===== src/rtl/inst_loader.sv =====
// inst_loader: byte-stream loader packing 4 bytes MSB-first into 32-bit words
// written to consecutive instruction memory addresses, holding the CPU meanwhile.
module inst_loader #(
   parameter int ADDR_W    = 16,
   parameter int DEPTH     = 256,
   parameter int BASE_ADDR = 0
) (
   input  logic              clk,
   input  logic              reset,
   input  logic              start,
   input  logic [ADDR_W-1:0] word_count,
   input  logic              abort,
   input  logic              byte_valid,
   input  logic [7:0]        byte_in,
   output logic              byte_ready,
   output logic              mem_write,
   output logic [ADDR_W-1:0] mem_addr,
   output logic [31:0]       mem_datain,
   output logic              busy,
   output logic              cpu_hold,
   output logic              done
);
   typedef enum logic [1:0] {IDLE, LOAD, WRITE, DONE} state_t;
   state_t state, state_n;
   logic [ADDR_W-1:0] addr, words_left;
   logic [1:0] byte_idx;
   logic [31:0] word;
   logic take, last;
   assign byte_ready = state == LOAD;
   assign mem_write  = state == WRITE;
   assign done       = state == DONE;
   assign busy       = byte_ready || mem_write;
   assign cpu_hold   = busy;
   // abort suppresses acceptance so it wins over a simultaneous 4th byte
   assign take = byte_ready && byte_valid && !abort;
   assign last = take && byte_idx == 2'd3;
   always_comb begin
      state_n = state;
      case (state)
         IDLE:  if (start) state_n = (word_count != '0) ? LOAD : DONE;
         LOAD:  state_n = abort ? IDLE : last ? WRITE : LOAD;
         WRITE: state_n = abort ? IDLE : (words_left == ADDR_W'(1)) ? DONE : LOAD;
         DONE:  state_n = IDLE;
      endcase
   end
   always_ff @(posedge clk or posedge reset) begin
      if (reset) begin
         state      <= IDLE;
         addr       <= '0;
         words_left <= '0;
         byte_idx   <= '0;
         word       <= '0;
         mem_addr   <= '0;
         mem_datain <= '0;
      end else begin
         state <= state_n;
         if (state == IDLE && start) begin
            addr       <= ADDR_W'(BASE_ADDR);
            words_left <= word_count;
            byte_idx   <= '0;
         end
         if (take) begin
            word     <= {word[23:0], byte_in};
            byte_idx <= byte_idx + 2'd1;
         end
         // write port registers are loaded one edge early so WRITE drives them directly
         if (last) begin
            mem_addr   <= addr;
            mem_datain <= {word[23:0], byte_in};
         end
         if (state == WRITE) begin
            addr       <= (addr == ADDR_W'(DEPTH - 1)) ? '0 : addr + ADDR_W'(1);
            words_left <= words_left - ADDR_W'(1);
            byte_idx   <= '0;
         end
      end
   end
endmodule


===== config.mk =====
export PLATFORM = sky130hd
export DESIGN_NAME = inst_loader
export DESIGN_NICKNAME = d
export VERILOG_FILES = /design/src/rtl/inst_loader.sv
export SDC_FILE = /design/constraint.sdc
export NUM_CORES = 1
export LEC_CHECK = 0
export ABC_AREA = 1
export CORE_MARGIN = 1
export CORE_UTILIZATION = 58
export DETAILED_ROUTE_END_ITERATION = 10
export GPL_ROUTABILITY_DRIVEN = 0
export PLACE_DENSITY = 0.89
export REMOVE_ABC_BUFFERS = 1
export SLEW_MARGIN = 20
export SYNTH_ARGS = -nofsm -noshare
export SYNTH_HDL_FRONTEND = slang
export SYNTH_SLANG_ARGS = --single-unit

===== constraint.sdc =====
create_clock -name clk -period 11.8 [get_ports clk]
set_clock_uncertainty 0.15 [all_clocks]
set_input_delay 2.36 -clock clk [delete_from_list [all_inputs] [get_ports clk]]
set_output_delay 2.36 -clock clk [all_outputs]
set_load 0.1 [all_outputs]

; ---- Yosys cells after proc, flatten, opt, wreduce, memory -nomap -nowiden
; Cells that the tools add are included.
[word_totals]
ff_bits = 108
input_bits = 29
output_inout_bits = 53
word_cells = 42
[op_classes]
addsub = 3
n_eq_ne = 7
mux = 15
n_reduce_logical = 10
[ops]
columns = operator, count
row1 = 16-bit 2-to-1 mux, 5
row2 = 2-bit 2-to-1 mux, 9
row3 = 16-bit by 1-bit adder with 16-bit output (second input constant), 1
row4 = 16-bit by 1-bit equality test with 1-bit output (second input constant), 1
row5 = 16-bit by 8-bit equality test with 1-bit output (second input constant), 1
row6 = 16-bit nonzero test, 1
row7 = 16-bit by 1-bit subtractor with 16-bit output (second input constant), 1
row8 = 2-bit case mux with 4 select lines, 1
row9 = 2-bit equality test (second input constant), 3
row10 = 1-bit logical AND, 4
row11 = 3-bit nonzero test, 1
row12 = 2-bit by 1-bit adder with 2-bit output (second input constant), 1
row13 = 2-bit by 1-bit equality test with 1-bit output (second input constant), 1
row14 = 2-bit logical NOT, 1
row15 = 2-bit inequality test (second input constant), 1
row16 = 2-bit nonzero test, 1
row17 = 1-bit logical NOT, 1
row18 = 1-bit logical OR, 1

; ---- Logic depth before layout (Yosys ltp)
; Gate-level depths: netlist of the first run.
[depth]
ltp_word = 7
depth_mapped = 10
mapped_depth_nobuf = 10

; ---- Least setup slack after synthesis of the first run
; Ideal clock, no wire load.
[synth_timing]
path_kind = register to output
start = register state[0]
end = output port cpu_hold
t_arrival_ns = 1.727
t_required_ns = 9.290
path_slack_ns = 7.563
path_stages_with_launch = 4
n_path_buf = 1
cell_sequence = dfrtp_1 > inv_1 > ha_1 > buf_4
[synth_between]
elab_chain_len = 2
elab_cells_between_ends = 3
classes_between = 2 x eq/ne / 1 x reduce/logical
[synth_rtl]
columns = item, line_no
row1 = from (decl), 24  ; state_t state, state_n;
row2 = from (signal assigned), 56  ; state <= state_n;
row3 = 2-bit by 1-bit equality test with 1-bit output or 2-bit equality test (tied branches), "29, 30"
row4 = 1-bit logical OR (*), 32  ; assign busy = byte_ready || mem_write;
row5 = to (decl), 20  ; output logic cpu_hold,
; Every way passes the cells marked *; elsewhere a longest branch is shown, timed or not.

; ---- Worst setup path in the final report of the first run
[layout_timing]
start = register state[0]
end = output port mem_write
[layout_between]
elab_chain_len = 1
[layout_rtl]
columns = item, line_no
row1 = 2-bit equality test, 30  ; assign mem_write = state == WRITE;
row2 = to (decl), 16  ; output logic mem_write,
; Every way passes these cells.

==> results of run 1 <==
-- power by group --
group / internal [mW] / switching [mW]
clock network: 0.0871 / 0.138
registers: 0.484 / 0.0809
logic: 0.189 / 0.587
total: 0.760 / 0.806
-- worst reg2reg max path, cell delays in order, from the launching register on --
cell	delay, ns
dfrtp_1	0.43
inv_1	0.12
ha_1	0.21
nand2_1	0.10
nor2_4	0.52
nand2_2	0.19
buf_4	0.39
clkinv_2	0.33
nand2_1	0.10
nand2_1	0.08
-- cell usage after synthesis --
cell        n
a221oi_1    1
nor3_2      1
xnor2_1     1
o21ai_0    45
o22ai_1     6
inv_2       3
dfrtp_1   108
o211ai_1    5
nand3b_1    1
nand2_1   195
nand2_4     1
ha_1        9
nor2_2      5
o31ai_1     1
o21ai_1    33
nor2_4      2
nor2_8      1
nand3_2     1
buf_6       6
nand4_1     7
a41oi_1     1
inv_1      68
clkbuf_1    4
nand3_1    36
nor3_1      5
buf_4       1
buf_2       9
a22oi_1     1
clkbuf_2    1
xor2_1      8
nand2_2     4
nor2_1     41
clkinv_2    1
a21oi_1     3
-- per-layer routing --
layer  part of all wire (%)  GRT usage, %  vias up  wire length (um)
met1                     45          35.1     1988              4950
met3                    6.0          4.11       19               668
met2                     48          43.3      151              5310
li1                       -             -     2092                 -
met5                      0             0        -                 0
met4                    1.3          8.33        0               146
-- cell families (layout without fill, tap and decap cells) --
kind of cell,after synthesis,count (layout),synth area share (%)
AND/OR/NAND/NOR,300,300,25.0
flip-flops,108,108,53.1
AO/OA/AOI/OAI,96,96,10.1
buffers and inverters,93,172,8.09
adder cells (fa/ha/maj),9,9,2.21
XOR/XNOR,9,9,1.55
-- registers in the layout, indices dropped and copies added, names as in the netlist --
name and cells:
addr 16, mem_addr 16, word 24, byte_idx 2, mem_datain 32, state 2
words_left 16
-- per-stage QoR --
stage / hold slack (ns) / cell area [um2] / setup slack [ns] / utilization (%)
2_1_floorplan: 0.292 / 4950 / 6.44 / -
3_3_place_gp: 0.297 / 5920 / 7.14 / 71.0
3_5_place_dp: 0.311 / 5920 / 7.08 / 71.0
4_1_cts: 0.336 / 6110 / 6.68 / 73.3
5_1_grt: 0.367 / 6110 / 6.59 / 73.3
6_report: 0.336 / 6110 / 6.67 / 73.3
-- path summary, 6_finish.rpt --
check	from	slack (ns)	to	depth (start not counted)
max	state[0]	6.67	mem_write	4
min in group asynchronous	reset	2.28	word[18]	2
max in group asynchronous	reset	8.09	words_left[2]	3
min	word[17]	0.34	mem_datain[25]	2
max reg2reg	state[1]	9.11	mem_datain[28]	9
min reg2reg	word[17]	0.34	mem_datain[25]	2
-- placed cells by master, fill, tap and decap left out, drive strengths merged, types with 3 or more instances in the layout --
| cell | synthesis | final |
|---|---|---|
| nor2 | 49 | 49 |
| nand3 | 37 | 37 |
| nand2 | 200 | 200 |
| o22ai | 6 | 6 |
| xor2 | 8 | 8 |
| nor3 | 6 | 6 |
| nand4 | 7 | 7 |
| o21ai | 78 | 78 |
| clkbuf | 5 | 10 |
| clkdlybuf4s50 | 0 | 81 |
| o211ai | 5 | 5 |
| inv | 71 | 74 |
| buf | 16 | 3 |
| dfrtp | 108 | 108 |
| ha | 9 | 9 |
| a21oi | 3 | 3 |
| clkinv | 1 | 3 |
-- final cells by class --
cell class	count	share of cell area [%]
tap	105	2.15
timing repair buffer	84	13.6
inverter	72	4.48
clock buffer	10	2.25
multi-input combinational	414	32.3
clock inverter	6	0.941
sequential	108	44.2
==> impl_metrics.yaml, run 1 <==
logic_synthesis:
  yosys_register_bits: 108
  gate_count_of_the_mapped_netlist: 615
  yosysSeqAreaShare_pct: 53.1
  yosysWarnings: 0
  synthesis.area_per_instance_um2: 8.28
  yosysTopAreaCell: "dfrtp_1"
  synth.lib_cells_used.distinct: 34
  yosysTopAreaCellShare_pct: 53.1
  synthesis.area_um2: 5090
  synth_top_cells_by_area: "dfrtp_1 (53%), nand2_1 (14%), inv_1 (5.0%)"
setup_path:
  criticalPathCategory: "flop to output pin"
  worst-endpoint-required_ns: 9.29
  critical_path.cell_chain: "inv_1 > ha_1 > buf_4 > clkdlybuf4s50_1"
  crit_buf_inv: 3
  setup.worst_path.end_class: "output pin"
  crit_path_top_delay_cell: "clkdlybuf4s50_1"
  cp.arrival_ns: 2.62
  critPathMaxStageDelay_ns: 1.20
  startpoint_type: "flop"
  critical_path.max_fanout: 31
  crit_family: "buffers and inverters"
detailed_routing:
  detailroute.via_count: 4250
  routed_wirelength_mm: 11.1
  avgViaCountPerCell: 5.32
  detailedRoute.firstPassIterationCount: 7
  dr.first_iter.drc_count: 204
  route.antenna.remaining_nets: 0
  drt_drc_violations_left: 0
  route.detailed.wl_per_inst_um: 13.9
timing:
  timing.final.hold_violations: 0
  maxClockFrequency_mhz: 195
  post-route-min-period_ns: 5.13
  rsz_0062_raised_after_global_routing: "no"
  timing_max_transition_violations_final: 0
  timing.max_slew.rel_slack_pct: 33.5
  worst-slew-pin-transition_ns: 0.995
  timing.setup.tns_ns: 0
  post-route-period-util_pct: 43.4
  setup_violations: 0
die:
  initial_core_util_pct: 61.0
  die_h_um: 95.7
  placement_rows: 33
  core_region_area_um2: 8340
  die_area_um2: 9160
  io_pins: 82
  floorplan.die.width_um: 95.7
clock_network:
  worst_skew_pair.late_latency_ns: 0.38
  cts.reportedPaths.clkPinSlew_ns: 0.11
  clk_sink_count: 108
  postCtsResizedCells: 0
  tritoncts_buffers: 9
  cts_tree: "done"
  max-clock-path-buffers: 2
  cts_post_setup_buffers_inserted: 0
  cts_hold_buffers: 0
  htree_levels: 3
  buffer_type_at_the_clock_tree_root: "clkbuf_8"
min_path:
  hold_class: "flop to flop"
job:
  number_of_max_capacitance_violations_reported: 0
pwr:
  p_leak_nw: 2.89
  max-vdd-ir-drop_v: 0.000115
  totalPowerFinal_mw: 1.57
  power.density_cell_area_nw_per_um2: 256
place:
  place_hpwl_mm: 7.64
  io_buffer_count: 81
  numPlacedInstances: 783
cells_and_area:
  num_antenna_cells: 0
  ff_latch_area_um2: 2700
  design.final.nets: 727
  multi_input_comb_area_um2: 1980
  post_layout_nonfiller_instances: 799
  areaGrowthSynthToFinish_pct: 20.1
  drive_gt1_share_pct: 5.62
  fillerInstances: 595
global_routing:
  grt_pass1_vias: 4063
  global_route_usage_over_all_layers_pct: 26.0
  grt_pass1_wl_mm: 18.4
  overflow: 0
  antenna_found_initial: 0
  grt_max_degree: 79
status:
  status: "complete, no violations"
(Power assumes the default switching activity.)
==> run 2: changes to the inputs <==
--- a/config.mk
+++ b/config.mk
@@ -7,10 +7,10 @@
 export LEC_CHECK = 0
 export ABC_AREA = 1
 export CORE_MARGIN = 1
-export CORE_UTILIZATION = 58
+export CORE_UTILIZATION = 54
 export DETAILED_ROUTE_END_ITERATION = 10
 export GPL_ROUTABILITY_DRIVEN = 0
-export PLACE_DENSITY = 0.89
+export PLACE_DENSITY = 0.83
 export REMOVE_ABC_BUFFERS = 1
 export SLEW_MARGIN = 20
 export SYNTH_ARGS = -nofsm -noshare
==> constraint.sdc (replaced) <==
create_clock -name clk -period 4.99 [get_ports clk]
set_clock_uncertainty 0.15 [all_clocks]
set_input_delay 0.998 -clock clk [delete_from_list [all_inputs] [get_ports clk]]
set_output_delay 0.998 -clock clk [all_outputs]
set_load 0.1 [all_outputs]
==> run 2 against run 1 <==
- design area up 0.63%
- flip-flop and latch count unchanged
- sequential share of layout area shrank 0.28 points
- core utilization shrank 6.4 points
- worst hold slack worse by 0.0017 ns
- combinational power rose by 140%
==> impl_metrics.yaml, run 2 (synthesized netlist as in run 1, its figures left out) <==
timing:
  timing.setup.tns_ns: 0
  maxClockFrequency_mhz: 286
  post-route-min-period_ns: 3.49
  setup_violations: 0
  timing.max_slew.rel_slack_pct: 31.0
  post-route-period-util_pct: 70.0
  timing_max_transition_violations_final: 0
  rsz_0062_raised_after_global_routing: "no"
  worst-slew-pin-transition_ns: 1.03
  timing.final.hold_violations: 0
cells_and_area:
  layout.cells.most_common: "nand2_1"
  design.final.nets: 727
  largest_reg_flops: 32
  final_cell_mix: "nand2_1 (195), dfrtp_1 (108), clkdlybuf4s50_1 (81)"
  num_antenna_cells: 0
  drive_gt1_share_pct: 5.62
  registers_with_the_most_flip_flops: "mem_datain x32, word x24"
  areaGrowthSynthToFinish_pct: 20.8
  fillerInstances: 747
  max_flop_register: "mem_datain"
detailed_routing:
  drt_drc_violations_left: 0
  route.detailed.wl_per_inst_um: 13.7
  detailedRoute.firstPassIterationCount: 4
  avgViaCountPerCell: 5.40
  detailroute.via_count: 4343
  dr.first_iter.drc_count: 203
  route.antenna.remaining_nets: 0
  routed_wirelength_mm: 11.1
pwr:
  power.density_cell_area_nw_per_um2: 610
  max-vdd-ir-drop_v: 0.000261
  totalPowerFinal_mw: 3.75
  p_leak_nw: 2.90
place:
  place_hpwl_mm: 7.76
  io_buffer_count: 81
clock_network:
  cts.reportedPaths.clkPinSlew_ns: 0.10
  htree_levels: 3
  buffer_type_at_the_clock_tree_root: "clkbuf_8"
  max-clock-path-buffers: 2
  clk_sink_count: 108
  cts_hold_buffers: 0
  cts_tree: "done"
  cts_post_setup_buffers_inserted: 0
  worst_skew_pair.late_latency_ns: 0.37
  tritoncts_buffers: 9
  postCtsResizedCells: 0
status:
  status: "complete, no violations"
die:
  die_area_um2: 9820
  io_pins: 82
  core_region_area_um2: 9200
  die_h_um: 99.1
  floorplan.die.width_um: 99.1
  initial_core_util_pct: 55.4
  placement_rows: 35
setup_path:
  worst-endpoint-required_ns: 3.84
  cp.arrival_ns: 2.34
  setup.worst_path.end_class: "output pin"
  startpoint_type: "flop"
  critical_path.max_fanout: 4
  criticalPathCategory: "flop to output pin"
global_routing:
  grt_pass1_vias: 4147
  overflow: 0
  grt_max_degree: 86
  global_route_usage_over_all_layers_pct: 24.0
  grt_pass1_wl_mm: 18.9
  antenna_found_initial: 0
job:
  number_of_max_capacitance_violations_reported: 0
min_path:
  hold_class: "flop to flop"
run 2: cell types whose count changed in the layout (fill, tap and decap cells not counted), sizes merged:
cell and change:
bufinv +2, inv -2, clkinvlp +1, clkbuf -1
run 2: area by class of cell:
type	instances	area, um2	share of cell area, %
Inverter	72	277	4.49
Clock buffer	9	124	2.01
Tap cell	111	139	2.26
Clock inverter	7	100	1.63
Multi-Input combinational cell	414	1980	32.1
Sequential cell	108	2700	43.9
Timing Repair Buffer	84	833	13.5
run 2: final timing paths:
| path | endpoint | depth (start not counted) | slack, ns | start |
|---|---|---|---|---|
| worst min-delay path | mem_datain[0] | 2 | 0.33 | mem_datain[0] |
| worst max register to register | mem_datain[10] | 8 | 2.05 | state[1] |
| worst max-delay path | cpu_hold | 3 | 1.50 | state[0] |
| min in group asynchronous | mem_datain[2] | 2 | 0.98 | reset |
| max in group asynchronous | word[5] | 3 | 2.88 | reset |
| worst min register to register | mem_datain[0] | 2 | 0.33 | mem_datain[0] |
run 2: metrics by stage:
step                hold slack, ns  area [um2]  util, %  cells  setup WS, ns
floorplan                    0.292        4950        -    594         0.996
global placement             0.301        5930     64.4    789          1.43
detailed placement           0.316        5930     64.4    789          1.36
CTS                          0.327        6150     66.9    805          1.47
global route                 0.351        6150     66.9    805          1.41
finish                       0.334        6150     66.9    805          1.50
run 2: power breakdown:
part	switching [mW]	internal [mW]
Sequential	0.190	1.14
Clock	0.300	0.286
Combinational	1.39	0.448
Total	1.88	1.88
run 2: critical path, stage by stage (launching register included):
cell and delay, ns:
dfrtp_1 0.41, inv_1 0.10, ha_1 0.32, clkdlybuf4s50_1 1.14
run 2: routing by layer:
metal	up-vias	global-route usage [%]	part of all wire [%]	wire length, um
met5	-	0	0	0
met4	0	10.7	1.9	206
met3	22	3.09	4.1	451
met2	144	38.7	48	5340
met1	2064	32.9	46	5050
li1	2113	-	-	-
==> run 3: changes to the inputs <==
==> constraint.sdc (replaced) <==
create_clock -name clk -period 3.3 [get_ports clk]
set_clock_uncertainty 0.15 [all_clocks]
set_input_delay 0.66 -clock clk [delete_from_list [all_inputs] [get_ports clk]]
set_output_delay 0.66 -clock clk [all_outputs]
set_load 0.1 [all_outputs]
==> run 3 against run 2 <==
- design area shrank 1.3%
- largest power group unchanged
- via count shrank 1.7%
- first-iteration DRC count shrank 5.9%
- total power grew 49%
- clock power grew 42%
- non-clock buffer count grew 4
- worst setup slack lost 0.55 ns
- critical path type unchanged
- worst hold slack lost 0.013 ns
- highest routed layer unchanged
==> impl_metrics.yaml, run 3 (synthesized netlist as in run 1, its figures left out) <==
global_routing:
  grt_max_degree: 51
  grt.met2_usage_pct: 39.3
  top_usage_layer: "met2"
  grt_pass1_wl_mm: 18.5
  global_route_usage_over_all_layers_pct: 23.6
  met1_usage_pct: 31.9
  use_met3_pct: 3.79
  grt_pass1_vias: 4089
  antenna_found_initial: 0
  overflow: 0
min_path:
  startpoint_of_the_lowest_slack_hold_path: "word[17]"
  min_delay_path_depth: 2
  hold_class: "flop to flop"
  hold_critical_path_endpoint: "mem_datain[25]"
cells_and_area:
  postLayoutCoreUtil_pct: 66.0
  final_cell_mix: "nand2_1 (195), dfrtp_1 (108), inv_1 (67)"
  num_antenna_cells: 0
  areaGrowthSynthToFinish_pct: 19.2
  max_flop_register: "mem_datain"
  design.final.nets: 731
  layout.cells.most_common: "nand2_1"
  largest_reg_flops: 32
  drive_gt1_share_pct: 13.8
  design_area_um2: 6070
  registers_with_the_most_flip_flops: "mem_datain x32, word x24"
  post_layout_nonfiller_instances: 809
clock_network:
  postCtsResizedCells: 0
  htree_levels: 3
  cts_tree: "done"
  worst_skew_pair.late_latency_ns: 0.37
  clk_sink_count: 108
  buffer_type_at_the_clock_tree_root: "clkbuf_8"
  max-clock-path-buffers: 2
  tritoncts_buffers: 9
  cts.reportedPaths.clkPinSlew_ns: 0.11
  cts_hold_buffers: 0
  cts_post_setup_buffers_inserted: 0
place:
  io_buffer_count: 81
  place_hpwl_mm: 7.87
  dpl_cell_area_um2: 5860
  numPlacedInstances: 793
  place_worst_setup_slack_ns: 0.770
timing:
  worst-slew-pin-transition_ns: 0.568
  timing_max_transition_violations_final: 0
  timing.max_slew.rel_slack_pct: 62.0
  timing.final.hold_violations: 0
  post-route-min-period_ns: 2.35
  timing.setup.tns_ns: 0
  fin_worst_hold_slack_ns: 0.321
  post-route-period-util_pct: 71.3
  maxClockFrequency_mhz: 425
  finalWorstSetupSlack_ns: 0.947
  setup_violations: 0
  rsz_0062_raised_after_global_routing: "no"
job:
  number_of_max_capacitance_violations_reported: 0
detailed_routing:
  detailroute.via_count: 4268
  avgViaCountPerCell: 5.28
  dr.first_iter.drc_count: 191
  route.antenna.remaining_nets: 0
  detailedRoute.firstPassIterationCount: 5
  route.detailed.wl_per_inst_um: 13.6
  drt_drc_violations_left: 0
  routed_wirelength_mm: 11.0
die:
  placement_rows: 35
  io_pins: 82
  die_h_um: 99.1
  die_area_um2: 9820
  initial_core_util_pct: 55.4
  floorplan.die.width_um: 99.1
  core_region_area_um2: 9200
setup_path:
  origin_of_the_critical_flop_to_flop_path: "state[0]"
  worst-endpoint-required_ns: 2.49
  criticalPathCategory: "flop to output pin"
  rrSetupSlack_ns: 1.10
  setup.worst_path.end_class: "output pin"
  critical_path.reg2reg.endpoint: "words_left[1]"
  critical_path.max_fanout: 6
  r2r_cells: 6
  cp.arrival_ns: 1.54
  startpoint_type: "flop"
status:
  status: "complete, no violations"
pwr:
  totalPowerFinal_mw: 5.58
  power.density_cell_area_nw_per_um2: 920
  max-vdd-ir-drop_v: 0.000459
  p_leak_nw: 3.04
run 3: layout make-up:
type	count	area (um2)
Fill cell	750	3130
Inverter	72	274
Clock buffer	9	124
Multi-Input combinational cell	414	1980
Tap cell	111	139
Clock inverter	7	85.1
Sequential cell	108	2700
Timing Repair Buffer	88	768
run 3: power by group:
group | total, mW | switching (mW) | internal, mW | leakage (nW)
Clock | 0.834 | 0.469 | 0.365 | 0.106
Sequential | 2.02 | 0.291 | 1.73 | 1.43
Combinational | 2.73 | 2.10 | 0.632 | 1.50
run 3: how the worst max path moves through the flow:
stage	start	endpoint	slack, ns	cells after the start
final	state[0]	mem_write	0.95	3
after floorplan	reset	addr[0]	-0.36	1
after CTS	state[0]	mem_write	0.94	3
after global routing	state[0]	mem_write	0.88	3
after detailed placement	abort	mem_datain[0]	0.77	6
after global placement	abort	mem_datain[4]	0.84	6
run 3: critical path, cell delays in order, from the launching register on:
cell	delay [ns]
dfrtp_1	0.44
inv_1	0.12
ha_1	0.39
buf_12	0.23
run 3: layer usage:
layer	vias to the layer above	routed length, um
met4	0	112
met1	2023	5210
met3	12	504
met2	120	5160
li1	2113	-
met5	-	0
==> RTL change (settings of run 3) <==
Encoding of `state_t`: now one-hot (4 bits for 4 states).
--- a/src/rtl/inst_loader.sv
+++ b/src/rtl/inst_loader.sv
@@ -20,7 +20,7 @@
    output logic              cpu_hold,
    output logic              done
 );
-   typedef enum logic [1:0] {IDLE, LOAD, WRITE, DONE} state_t;
+   typedef enum logic [3:0] {IDLE = 4'b0001, LOAD = 4'b0010, WRITE = 4'b0100, DONE = 4'b1000} state_t;
    state_t state, state_n;
    logic [ADDR_W-1:0] addr, words_left;
    logic [1:0] byte_idx;
Check against the original RTL: no difference found for any inputs over 10 cycles, from zero or initial values and one cycle with reset high; not proved beyond that.
==> RTL change against run 3 <==
Routed wire length decreased by 0.10%. Sequential cell count increased by 2. Final area rose by 1.3%. Area after synthesis up 1.6%. Setup slack got worse by 420 ps. Count of clock-buffer cells in the layout stayed put. Hold slack gained 21 ps. Register-to-register slack worse by 140 ps. First-iteration DRC count rose by 30%. Via count is 4.1% higher. Core utilization up 0.55 points.
Power is not compared: it rests on default switching activity, and its combinational part moved more than twofold at a synthesized area within 25%.
==> RTL change: results (changes against run 3) <==
- Result of the run: finished, final reports clean (unchanged).
- The number of global-route vias before repair is 4252 (was 4089).
- The destination of the critical timing path was cpu_hold (was mem_write).
- Leading cell types by total area after synthesis: dfrtp_1, nand2_1, o21ai_0, inv_1, nor2_1 (was dfrtp_1, nand2_1, inv_1, o21ai_0, nand3_1).
- The final standard cell count with taps included and fillers excluded is 843 (was 809).
- The detailed-router iteration count before antenna repair is 5 (unchanged).
- The share of post-route cells with drive strength above 1 is 11.8% (was 13.8%).
- The worst slack at placement is 706 ps (was 770 ps).
- The count of cells along the worst register-to-register path is 7 (was 6).
- The endpoint arrival time on the critical path is 1960 ps (was 1540 ps).
- The leakage component of the power is 3.13 nW.
- The routed wirelength normalized by instance count is 13.0 um (was 13.6 um).
- The relative slew slack is 54.2% (was 62.0%).
- The number of antenna repair diodes is 0 (unchanged).
- The maximum number of pins on one net before global-route repair was 58 (was 51).
- The number of standard cells after synthesis came to 637 (was 615).
- The worst min-delay path class is reg2reg (unchanged).
- Top Registers: mem_datain: 32 flops, word: 24 flops (unchanged).
- The number of H-tree branching levels was 3 (unchanged).
- The total of cells resized after clock tree synthesis is 0 (unchanged).
- The post-CTS clock slew at the launch and capture registers of the worst setup and hold paths is 100 ps.
- The total setup buffers inserted after CTS was 0 (unchanged).
- The cell at the root of the clock tree was clkbuf_8 (unchanged).
- The initial antenna violation count was 0 (unchanged).
- The biggest cell delay along the critical path is 460 ps (was 440 ps).
- The slack of the critical path is 527 ps (was 947 ps).
- The clock reaches the later pin of the worst-skew pair after approximately 380 ps.
- The post-detailed-placement cell area is 5940 um2 (was 5860 um2).
- The CTS buffer count came to 9 (unchanged).
- The family of cells with the greatest summed delay on the critical path is simple AND/OR/NAND/NOR gates (was flip-flops).
- The first-pass GRT wire length is 19.2 mm (was 18.5 mm).
- Cell types with the highest counts after synthesis: nand2_1, dfrtp_1, inv_1 (unchanged).
- The number of synthesis warnings is 0 (unchanged).
- The worst hold path stage count is 2 (unchanged).
- The total global routing track utilization came to 23.9% (was 23.6%).
- The vias after detailed routing is 4445 (was 4268).
- The endpoint of the worst register-to-register path is words_left[15] (was words_left[1]).
- The quantity of I/O buffers inserted on ports is 81 (unchanged).
- The launching instance or port of the critical path was state[1] (was state[0]).
- The unique cell type count in the Yosys netlist is 31 (was 34).
- The violation count after the first detailed-route iteration is 249 (was 191).
- The worst reg-to-reg setup slack is 960 ps (was 1100 ps).
- The primary flip-flop cell chosen by synthesis mapping is dfrtp_1 (unchanged).
- The number of instances in the placed design is 828 (was 793).
- The worst-path cell with the longest stage delay was dfrtp_1 (unchanged).
- The largest fanout on the critical path is 17 (was 6).
- The layout net count is 743 (was 731).
- The post-synthesis async set-or-reset flop share is 100% (unchanged).
- The clock tree buffer depth is 2 (unchanged).
- The maximum VDD drop is 0.000209 V.
- The portion of the post-synthesis area used by sequential elements is 53.2% (was 53.1%).
- The total half-perimeter wirelength after legalization and detailed placement was 7.76 mm (was 7.87 mm).
[RTL change: worst min path at each step]
stage | startpoint | to | slack (ps)
2_1_floorplan | word[0] | word[0] | 300
3_3_place_gp | word[9] | word[9] | 320
3_5_place_dp | word[12] | word[12] | 320
4_1_cts | word[13] | word[13] | 350
5_1_grt | word[12] | word[12] | 370
6_report | word[10] | word[10] | 340
[RTL change: report_power, final]
part / internal [mW] / switching [mW] / leakage, nW / total (mW)
sequential: 1.35 / 0 / 1.39 / 1.35
clock: 0.362 / 0.483 / 0.103 / 0.845
combinational: 0.0352 / 0.0411 / 1.64 / 0.0763
total: 1.74 / 0.524 / 3.13 / 2.27
[RTL change: area by class of cell]
cell class / count / area [um2]
Multi-Input combinational cell: 417 / 1950
Clock buffer: 9 / 124
Sequential cell: 110 / 2750
Fill cell: 778 / 3090
Inverter: 86 / 325
Timing Repair Buffer: 86 / 753
Tap cell: 129 / 161
Clock inverter: 6 / 81.3
[RTL change: metal layers]
metal	vias up	part of all wire (%)	global-route usage, %
li1	2179	-	-
met1	2107	44	31.5
met2	144	50	40.8
met3	15	5.2	3.41
met4	0	1.4	7.58
met5	-	0	0
[RTL change: cells by family (layout without fill, tap and decap cells)]
kind of cell / after synthesis / after routing / share of synthesized area (%)
XOR/XNOR: 8 / 8 / 1.35
AND/OR/NAND/NOR: 288 / 288 / 23.6
buffers and inverters: 110 / 187 / 9.07
flip-flops: 110 / 110 / 53.2
adder cells (fa/ha/maj): 4 / 4 / 0.967
AO/OA/AOI/OAI: 117 / 117 / 11.8
[RTL change: worst min-delay path: stages (launching register included)]
cell and delay, ps:
dfrtp_1 350, nand2_1 50, o21ai_0 60
